## src/rtl/sample_trigger.sv

```systemverilog
// Trigger front-end for the sampler: delays the probe bus by two cycles and
// holds the sampler's write reset low until a programmable pattern fires.
module sample_trigger #(
  parameter int unsigned width     = 32,
  parameter int unsigned countBits = 16
) (
  input  logic                 w_clk,
  input  logic                 w_reset_n,
  input  logic [width-1:0]     w_in,
  input  logic [width-1:0]     cfg_value,
  input  logic [width-1:0]     cfg_mask,
  input  logic [width-1:0]     cfg_rise,
  input  logic [width-1:0]     cfg_fall,
  input  logic [countBits-1:0] cfg_count,
  input  logic [countBits-1:0] cfg_delay,
  input  logic                 cfg_force,
  output logic [width-1:0]     s_data,
  output logic                 s_reset_n,
  output logic                 armed,
  output logic                 triggered,
  output logic [countBits-1:0] match_count
);

  localparam int unsigned CW1 = countBits + 1;

  localparam logic [1:0] PRIME = 2'd0;
  localparam logic [1:0] WAIT  = 2'd1;
  localparam logic [1:0] DELAY = 2'd2;
  localparam logic [1:0] RUN   = 2'd3;

  logic [1:0]           state;
  logic [1:0]           state_nx;
  logic [width-1:0]     d1;
  logic [width-1:0]     d2;
  logic                 force_m;
  logic                 force_s;
  logic [width-1:0]     value_q;
  logic [width-1:0]     mask_q;
  logic [width-1:0]     rise_q;
  logic [width-1:0]     fall_q;
  logic [countBits-1:0] count_q;
  logic [countBits-1:0] delay_q;
  logic [countBits-1:0] dcnt;
  logic [countBits-1:0] dcnt_nx;
  logic [countBits-1:0] match_count_nx;
  logic                 s_reset_n_nx;
  logic                 triggered_nx;
  logic                 armed_nx;
  logic                 match_c;
  logic                 fire_c;
  logic [CW1-1:0]       cnt_inc_c;
  logic [CW1-1:0]       cnt_need_c;

  // Probe pipeline and force synchronizer run regardless of reset.
  always_ff @(posedge w_clk) begin
    d1      <= w_in;
    d2      <= d1;
    s_data  <= d1;
    force_m <= cfg_force;
    force_s <= force_m;
  end

  // Configuration is transparent only while disarmed.
  always_ff @(posedge w_clk) begin
    if (!w_reset_n) begin
      value_q <= cfg_value;
      mask_q  <= cfg_mask;
      rise_q  <= cfg_rise;
      fall_q  <= cfg_fall;
      count_q <= cfg_count;
      delay_q <= cfg_delay;
    end
  end

  always_comb begin
    match_c = (((d1 ^ value_q) & mask_q) == '0) &&
              ((rise_q & ~(d1 & ~d2)) == '0) &&
              ((fall_q & ~(~d1 & d2)) == '0);
    cnt_inc_c  = {1'b0, match_count} + CW1'(1);
    cnt_need_c = (count_q == '0) ? CW1'(1) : {1'b0, count_q};
    fire_c     = (match_c && (cnt_inc_c >= cnt_need_c)) || force_s;
  end

  always_ff @(posedge w_clk) begin
    if (!w_reset_n) state <= PRIME;
    else            state <= state_nx;
  end

  always_comb begin
    state_nx       = state;
    dcnt_nx        = dcnt;
    match_count_nx = match_count;
    s_reset_n_nx   = s_reset_n;
    triggered_nx   = triggered;
    case (state)
      PRIME: state_nx = WAIT;
      WAIT: begin
        if (match_c && !(&match_count))
          match_count_nx = match_count + countBits'(1);
        if (fire_c) begin
          if (delay_q == '0) begin
            state_nx     = RUN;
            s_reset_n_nx = 1'b1;
            triggered_nx = 1'b1;
          end else begin
            state_nx = DELAY;
            dcnt_nx  = delay_q;
          end
        end
      end
      DELAY: begin
        dcnt_nx = dcnt - countBits'(1);
        if (dcnt == countBits'(1)) begin
          state_nx     = RUN;
          s_reset_n_nx = 1'b1;
          triggered_nx = 1'b1;
        end
      end
      default: state_nx = RUN;
    endcase
    armed_nx = (state_nx == WAIT) || (state_nx == DELAY);
  end

  always_ff @(posedge w_clk) begin
    if (!w_reset_n) begin
      dcnt        <= '0;
      match_count <= '0;
      s_reset_n   <= 1'b0;
      triggered   <= 1'b0;
      armed       <= 1'b0;
    end else begin
      dcnt        <= dcnt_nx;
      match_count <= match_count_nx;
      s_reset_n   <= s_reset_n_nx;
      triggered   <= triggered_nx;
      armed       <= armed_nx;
    end
  end

endmodule

```

## config.mk

```make
export PLATFORM = sky130hd
export DESIGN_NAME = sample_trigger
export DESIGN_NICKNAME = d
export VERILOG_FILES = /design/src/rtl/sample_trigger.sv
export SDC_FILE = /design/constraint.sdc
export NUM_CORES = 1
export LEC_CHECK = 0
export BUFFER_PORTS_ARGS = -buffer_cell sky130_fd_sc_hd__buf_4
export CAP_MARGIN = 15
export CELL_PAD_IN_SITES_DETAIL_PLACEMENT = 0
export CELL_PAD_IN_SITES_GLOBAL_PLACEMENT = 1
export CORE_UTILIZATION = 42
export CTS_CLUSTER_DIAMETER = 100
export CTS_CLUSTER_SIZE = 24
export DETAILED_ROUTE_END_ITERATION = 8
export GPL_TIMING_DRIVEN = 0
export PLACE_DENSITY_LB_ADDON = 0.1
export SLEW_MARGIN = 0
export SYNTH_ARGS = -nofsm -noshare
export SYNTH_HDL_FRONTEND = slang
export SYNTH_SLANG_ARGS = --single-unit
```

## constraint.sdc

```tcl
create_clock -name w_clk -period 7.75 [get_ports w_clk]
set_clock_uncertainty 0.1 [all_clocks]
set_input_delay 1.1625 -clock w_clk [delete_from_list [all_inputs] [get_ports w_clk]]
set_output_delay 1.1625 -clock w_clk [all_outputs]
set_load 0.02 [all_outputs]
```

; ---- Word-level counts from Yosys, hierarchy flattened
; Cells that the tools add are included.
[classes]
add_sub_neg = 3
n_lt_le_gt_ge = 1
n_eq_ne = 9
mux = 12
bitwise = 10
reduce_logical = 18
[ops]
columns = cell, count
row1 = 32-bit AND, 5
row2 = 32-bit NOT, 4
row3 = 32-bit logical NOT, 3
row4 = 16-bit 2-to-1 mux, 3
row5 = 16-bit logical NOT, 2
row6 = 16-bit case mux with 2 select lines, 1
row7 = 32-bit bitwise XOR, 1
row8 = "16-bit by 1-bit adder with 17-bit output, second input constant", 1
row9 = 17-bit by 16-bit >= comparator with 1-bit output, 1
row10 = "16-bit by 1-bit adder with 16-bit output, second input constant", 1
row11 = "16-bit by 1-bit == test with 1-bit output, second input constant", 1
row12 = 16-bit AND reduction, 1
row13 = "16-bit by 1-bit subtractor with 16-bit output, second input constant", 1
row14 = "2-bit inequality test, second input constant", 4
row15 = 2-bit case mux with 3 select lines, 1
row16 = "2-bit by 1-bit == test with 1-bit output, second input constant", 2
row17 = "2-bit == test, second input constant", 2
row18 = 1-bit logical AND, 4
row19 = 1-bit 2-to-1 mux, 4
row20 = 2-bit 2-to-1 mux, 2
row21 = 4-bit AND reduction, 1
row22 = 3-bit AND reduction, 1
row23 = 2-bit logical NOT, 1
row24 = 1-bit logical OR, 2
row25 = 4 further kinds, 4
[totals]
regBits = 262
output_inout_bits = 51
word_cells = 68

; ---- Logic depth before layout (Yosys ltp)
; Gate-level depths: netlist (run 1).
[depth]
depth_word = 13
ltp_mapped = 17

; ---- Worst setup path after synthesis (run 1)
; Ideal clock, no wire load.
[synth_path]
kind = input -> register
start = input w_reset_n
end = register count_q[0], enable pin
setup_ns = 0.588
t_arrival_ns = 5.949
required_ns = 7.062
setup_slack_ns = 1.113
cell_stages = 3
n_path_buf = 2
path_cell_list = inv_1 > buf_6 > clkbuf_1
[synth_lines]
columns = item, line
row1 = "start, declared", 8  ; input logic w_reset_n,
row2 = "end signal, assigned", 70  ; count_q <= cfg_count;
row3 = "end, declared", 41  ; logic [countBits-1:0] count_q;
; No word-level cell between the ends.

; ---- Worst setup path in the final report (run 1)
[layout_path]
start = register match_count[0]
end = register dcnt[5]
[layout_via]
elab_chain_cells = 6
[layout_rtl]
columns = item, line
row1 = "start, declared", 21  ; output logic [countBits-1:0] match_count
row2 = "start signal, assigned", 133  ; match_count <= match_count_nx;
row3 = 16-bit by 1-bit adder with 17-bit output, 79  ; cnt_inc_c = {1'b0, match_count} + CW1'(1);
row4 = net cnt_inc_c[14], 51  ; logic [CW1-1:0] cnt_inc_c;
row5 = 17-bit by 16-bit >= comparator with 1-bit output, 81  ; fire_c = (match_c && (cnt_inc_c >= cnt_need_c)) || force_s;
row6 = 1-bit logical AND, 81
row7 = 1-bit logical OR, 81
row8 = 2-bit inequality test (no source line), --
row9 = 3-bit AND reduction (no source line), --
row10 = "end signal, assigned", 132  ; dcnt <= dcnt_nx;
row11 = "end, declared", 43  ; logic [countBits-1:0] dcnt;
; The timed path passes the listed nets, and every way through them passes these cells.
; A chain may end at the register's enable or synchronous reset.

==> key figures, run 1 <==
Outcome
  • Status: complete, no violations

Critical path
  • Launching instance or port of the critical path: match_count[0]
  • Critical-path top delay cell: sky130_fd_sc_hd__dfxtp_1
  • Worst Path Class, Setup: reg -> reg
  • Critical path cell sequence: ha_1, nand3_2, nor3_2, and3_1, and3_1, nand3_1, xnor2_1, ha_1, nand3_1, nor3_1, a21oi_2, o31a_4, buf_6, nor3_1, nor3_1
  • Crit-path max FO: 10
  • Setup slack on the worst flop-to-flop path: 3760 ps
  • Endpoint arrival time on the critical path: 4260 ps
  • CP most frequent cell: sky130_fd_sc_hd__nor3_1
  • Critical path capture point type: register
  • Required @ worst endpoint: 8020 ps
  • Crit Reg-Reg Startpoint: match_count[0]
  • Maximum single-stage delay on the critical path: 470 ps
  • Type of element launching the critical path: register

Pwr
  • Gate power share: 10.2%
  • Switching Power: 0.000615 W
  • Power density normalized to cell area: 213 nW/um2
  • Clock share of power: 29.3%
  • Worst-case vdd ir drop: 0.161 mV
  • Switching part of the total: 22.8%
  • Static Leak: 5.19 nW
  • Internal Pwr Total: 0.00209 W
  • Portion of total power attributed to sequential cells: 60.4%

Routing
  • WL met3: 1970 um
  • Highest Signal Layer: met4
  • Detail Route Antenna Nets: 0
  • Wire length on met2: 12000 um
  • Pre-antenna DRT Iters: 4
  • Via/cell ratio: 4.87
  • Wire length reported by the detailed router: 23400 um
  • DRC viols: 0
  • Vias post-DR: 6439
  • Iteration-0 DRC Markers: 314
  • Wire length on met1: 9180 um
  • Post-detailed-route wirelength per cell: 17.7 um

Cells and area
  • Final instance area: 12700 um2
  • Number of filler cells placed in the layout: 1998
  • Multi-input gate area in the final layout: 2850 um2
  • Final core utilization: 55.3%
  • Layout-stage area growth over the synthesis result: 27.4%
  • Register cell area after layout: 6850 um2
  • Post-layout nets: 1214
  • Layout cell share with drive strength beyond 1: 29.8%

Floorplan
  • IO Pins: 246
  • Row count: 55
  • Starting density of the core: 43.4%
  • Core ar.: 22900 um2
  • Die area: 24300 um2
  • Chip Width: 156 um
  • Die Y-Extent: 156 um

Global route
  • Total global-route track usage: 19.1%
  • Wire length of the first global-routing pass: 34900 um
  • Antenna violations before repair: 1
  • Number of global-route vias before repair: 6425
  • Pin count of the biggest net entering global routing: 61
  • Residual overflow from global routing: 0

Clock network
  • Postcts setup bufs: 0
  • Number of buffers created by CTS: 14
  • Clock insertion delay at the later pin of the skew report: 480 ps
  • Cts-stage hold buffer count: 0
  • Sink Count: 262
  • Clock tree from TritonCTS: built
  • Cell at the root of the clock tree: sky130_fd_sc_hd__clkbuf_16
  • Number of H-tree levels: 1
  • Clk pin slew, worst setup/hold paths: 100 ps
  • Clock tree buffer depth: 3
  • Cells resized by post-CTS repair: 0

Yosys
  • Total of flip-flops plus latches after synthesis: 262
  • Yosys warnings: 0
  • Post-synth cell types: 66
  • Largest cells by area after synthesis: sky130_fd_sc_hd__edfxtp_1, sky130_fd_sc_hd__dfxtp_1, sky130_fd_sc_hd__xor2_1
  • Seq/Total Area, Yosys: 68.8%
  • Fraction of post-synthesis cell area in the top cell type by area: 48.3%
  • Post-Syn Instances: 736
  • Most numerous cell types in the synthesized netlist: sky130_fd_sc_hd__edfxtp_1, sky130_fd_sc_hd__dfxtp_1, sky130_fd_sc_hd__inv_1, sky130_fd_sc_hd__xor2_1, sky130_fd_sc_hd__nor2_1
  • Cell type contributing the most total cell area after synthesis: sky130_fd_sc_hd__edfxtp_1
  • Netlist Area Pre-Place: 9950 um2
  • Fraction of registers with async set or reset after synthesis: 0%
  • Synth Area per Inst: 13.5 um2
  • Predominant post-synthesis flop cell: sky130_fd_sc_hd__edfxtp_1
  • Syn nets: 950
  • Number of synthesized flops with an enable pin: 160
  • Library cell with the highest instance count after synthesis: sky130_fd_sc_hd__edfxtp_1

STA
  • Final Hold Fails: 0
  • Transition time at the pin with the least slew margin: 788 ps
  • Tcrit/Tclk final: 51.5%
  • Final setup violation count: 0
  • Final critical path time including I/O delays and setup: 3990 ps
  • RSZ-0062 raised after global routing: false
  • Upper clock frequency limit: 250 MHz
  • Rel. slew slack: 47.0%
  • Number of max-slew violations in the final report: 0
  • Worst Slack Setup Final: 3760 ps

Placed design
  • Placed Instance Area: 12300 um2
  • Count of buffers inserted at the top-level ports: 245
  • DPL Wire Length: 17900 um
  • Pre-CTS worst setup slack: 3730 ps
  • Routability congestion estimate: 0.865

Flow run
  • Max_cap viols: 0

Hold path
  • Min-delay src: force_m
  • HP Class: reg -> reg
[path summary, 6_finish.rpt]
path,to,cells after the start
max,dcnt[5],15
min,force_s,0
max reg2reg,dcnt[5],15
min reg2reg,force_s,0
[routing by layer]
metal,global-route usage [%],up-vias
met5,0,-
met4,3.83,0
met3,6.31,26
li1,-,3243
met1,22.5,3001
met2,33.8,169
[through the flow]
stage               total power [W]  hold slack, ps  instances  TNS (ps)
finish                      0.00270             239       1322         0
global route                0.00282             261       1322         0
detailed placement          0.00195             217       1297         0
CTS                         0.00274             242       1321         0
floorplan                   0.00180             210        736         0
global placement            0.00195             215       1294   -237270
[layout make-up]
class                           instances  area share, %
Inverter                               48           1.42
Tap cell                              313           3.09
Clock buffer                           24           3.23
Antenna cell                            1         0.0197
Sequential cell                       262           54.0
Multi-Input combinational cell        414           22.5
Timing Repair Buffer                  248           15.2
Buffer                                 12          0.602
[worst max-delay path, delay by kind of cell, from the launching register on]
kind	cells	cell delay [ps]
DFF	1	470
AOI/OAI and AO/OA	2	540
buffers and inverters	1	160
and+or+nand+nor	9	1870
adders and majority gates	2	580
xor gates and xnor gates	1	160
[state kept, by name, summed over array words and instances (netlist names), 32 cells and up]
signal / count
d2: 32
rise_q: 32
mask_q: 32
value_q: 32
d1: 32
fall_q: 32
[power groups by stage]
| stage | sequential [W] | combinational (W) | clock, W |
|---|---|---|---|
| after floorplan | 0.00167 | 0.000132 | 0 |
| after global placement | 0.00168 | 0.000272 | 0 |
| after detailed placement | 0.00167 | 0.000280 | 0 |
| after CTS | 0.00163 | 0.000281 | 0.000821 |
| after global routing | 0.00165 | 0.000305 | 0.000867 |
| final | 0.00163 | 0.000276 | 0.000793 |
[cells in the final DEF, fill, tap and decap left out, drive strengths merged, types with 2 or more instances in the layout]
cell type and instances:
clkbuf 31, or4 2, nand3 22, a21oi 29, or3 5, o211ai 4
nor3 17, or2b 4, a22oi 29, inv 48, a211oi 5, edfxtp 160
mux2i 5, o21a 2, and2b 2, a31o 2, o21ai 37, nor2 36
or2 2, a31oi 6, buf 253, xor2 44, ha 19, and3 6
o31ai 2, nor4 15, dfxtp 102, o2111a 4, nand4 23, a21o 3
xnor2 10, nand2b 33, nand2 31
[cells by family after synthesis]
logic type               after synthesis  share of synthesized area, %
AO/OA/AOI/OAI                        133                          9.20
XOR/XNOR                              54                          4.75
adder cells (fa/ha/maj)               19                          2.39
buffers and inverters                 60                          2.54
flip-flops                           262                          68.8
multiplexers                           5                         0.503
AND/OR/NAND/NOR                      203                          11.8
Note: power is estimated with default switching activity, not from simulation.
==> run 2, diff against run 1 <==
- clock period: 7.75 -> 4.15 ns (I/O delays scaled with it)
==> run 2 against run 1 <==
Against the previous run: sequential cell count stayed put; routed wire length is 1.1% lower; largest cell class unchanged; non-clock buffer count is 2 lower; global-route usage is 0.31 points lower; via count is 0.14% higher.
==> key figures, run 2 (same netlist as run 1, synthesis figures left out) <==
Hold path
  • Cell depth of the worst min-delay path: 1
  • HP Class: in -> reg
  • Hold-critical path endpoint: force_m
  • Min-delay src: cfg_force

Cells and area
  • Leading cell types in the layout, fill and taps excluded: sky130_fd_sc_hd__buf_4, sky130_fd_sc_hd__edfxtp_1, sky130_fd_sc_hd__dfxtp_1
  • Post-layout nets: 1212
  • Final core utilization: 55.2%
  • Multi-input gate area in the final layout: 2870 um2
  • N_diodes: 0
  • Final instance area: 12700 um2
  • Layout-stage area growth over the synthesis result: 27.1%
  • Final cell count without fillers: 1318
  • Number of filler cells placed in the layout: 2005
  • Register cell area after layout: 6850 um2
  • Most frequent standard cell in the layout excluding fill and tap cells: sky130_fd_sc_hd__buf_4
  • Layout cell share with drive strength beyond 1: 30.0%

STA
  • Final critical path time including I/O delays and setup: 3870 ps
  • Number of max-slew violations in the final report: 0
  • Upper clock frequency limit: 258 MHz
  • Final setup violation count: 0
  • Worst Slack Setup Final: 279 ps
  • Rel. slew slack: 49.1%
  • Tcrit/Tclk final: 93.3%
  • Transition time at the pin with the least slew margin: 757 ps
  • Final Hold Fails: 0

Clock network
  • Cells resized by post-CTS repair: 0
  • Number of H-tree levels: 1
  • Clk pin slew, worst setup/hold paths: 100 ps
  • Cell at the root of the clock tree: sky130_fd_sc_hd__clkbuf_16
  • Clock insertion delay at the later pin of the skew report: 500 ps
  • Postcts setup bufs: 0
  • Clock tree buffer depth: 3
  • Cts-stage hold buffer count: 0
  • Sink Count: 262
  • Clock tree from TritonCTS: built
  • Number of buffers created by CTS: 14

Critical path
  • Type of element launching the critical path: register
  • Setup slack on the worst flop-to-flop path: 280 ps
  • Worst reg2reg endpoint: dcnt[1]
  • Critical path capture point type: register
  • Required @ worst endpoint: 4460 ps
  • Worst Path Class, Setup: reg -> reg
  • Crit Reg-Reg Startpoint: match_count[0]
  • Depth of the most critical reg-to-reg path: 16
  • Crit-path max FO: 10
  • Endpoint arrival time on the critical path: 4180 ps

Pwr
  • Power density normalized to cell area: 400 nW/um2
  • Total Power: 0.00506 W
  • Static Leak: 5.19 nW
  • Worst-case vdd ir drop: 0.306 mV

Floorplan
  • Core ar.: 22900 um2
  • Die Y-Extent: 156 um
  • IO Pins: 246
  • Chip Width: 156 um
  • Die area: 24300 um2
  • Starting density of the core: 43.4%
  • Row count: 55

Flow run
  • Max_cap viols: 0

Global route
  • Antenna violations before repair: 0
  • Number of global-route vias before repair: 6345
  • Total global-route track usage: 18.8%
  • Residual overflow from global routing: 0
  • Wire length of the first global-routing pass: 34300 um
  • Pin count of the biggest net entering global routing: 101

Placed design
  • DPL Wire Length: 17600 um
  • Placed Instance Area: 12200 um2
  • Count of buffers inserted at the top-level ports: 245
  • Placed Cells incl. Taps: 1295
  • Pre-CTS worst setup slack: 82.8 ps
  • Routability congestion estimate: 0.853

Routing
  • Pre-antenna DRT Iters: 6
  • DRC viols: 0
  • Vias post-DR: 6448
  • Via/cell ratio: 4.89
  • Post-detailed-route wirelength per cell: 17.6 um
  • Iteration-0 DRC Markers: 340
  • Detail Route Antenna Nets: 0
  • Wire length reported by the detailed router: 23100 um

Outcome
  • Status: complete, no violations
-- run 2: changes by cell type in the layout (fill, tap and decap cells not counted), sizes merged --
cell / change
diode: -1
buf: -2
clkbuf: -1
-- run 2: worst max-delay path by stage --
stage / from / end / slack (ps) / cells after the start
finish: match_count[0] / dcnt[1] / 280 / 16
global route: match_count[0] / dcnt[1] / -20 / 16
CTS: match_count[0] / dcnt[5] / 90 / 15
detailed placement: match_count[0] / dcnt[5] / 80 / 15
global placement: w_reset_n / rise_q[14] / -770 / 4
floorplan: match_count[0] / dcnt[9] / 560 / 15
-- run 2: critical path: stages, from the launching register on --
cell and delay (ps):
sky130_fd_sc_hd__dfxtp_1 450, sky130_fd_sc_hd__ha_1 270, sky130_fd_sc_hd__nand3_2 170, sky130_fd_sc_hd__nor3_4 250
sky130_fd_sc_hd__and3_1 280, sky130_fd_sc_hd__and3_1 240, sky130_fd_sc_hd__nand3_1 150, sky130_fd_sc_hd__xnor2_1 160
sky130_fd_sc_hd__ha_1 310, sky130_fd_sc_hd__a21o_1 180, sky130_fd_sc_hd__a21oi_1 160, sky130_fd_sc_hd__o211ai_1 140
sky130_fd_sc_hd__a21oi_2 250, sky130_fd_sc_hd__o31a_4 240, sky130_fd_sc_hd__buf_6 150, sky130_fd_sc_hd__nor3_1 60
sky130_fd_sc_hd__a311oi_1 240
-- run 2: per-layer routing --
| metal | GRT usage, % | vias to the layer above | part of all wire [%] |
|---|---|---|---|
| li1 | - | 3235 | - |
| met1 | 22.4 | 3042 | 41 |
| met2 | 33.7 | 148 | 51 |
| met3 | 5.56 | 23 | 7.4 |
| met4 | 3.08 | 0 | 1.1 |
| met5 | 0 | - | 0 |
-- run 2: where the power goes --
part | leakage, nW | switching [W] | internal, W
clock | 0.200 | 0.000803 | 0.000694
combinational | 2.57 | 0.000251 | 0.000261
sequential | 2.42 | 0.0000986 | 0.00295
-- run 2: layout make-up --
cell class | instances | area share [%]
Tap cell | 313 | 3.10
Timing Repair Buffer | 246 | 14.8
Sequential cell | 262 | 54.1
Buffer | 12 | 0.653
Inverter | 48 | 1.42
Clock buffer | 23 | 3.28
Multi-Input combinational cell | 414 | 22.7
-- run 2: through the flow --
step,setup TNS (ps),hold WS [ps]
after detailed placement,0,223
after global routing,-40.2,93.1
after global placement,-127520,260
final,0,119
after floorplan,0,210
after CTS,0,102
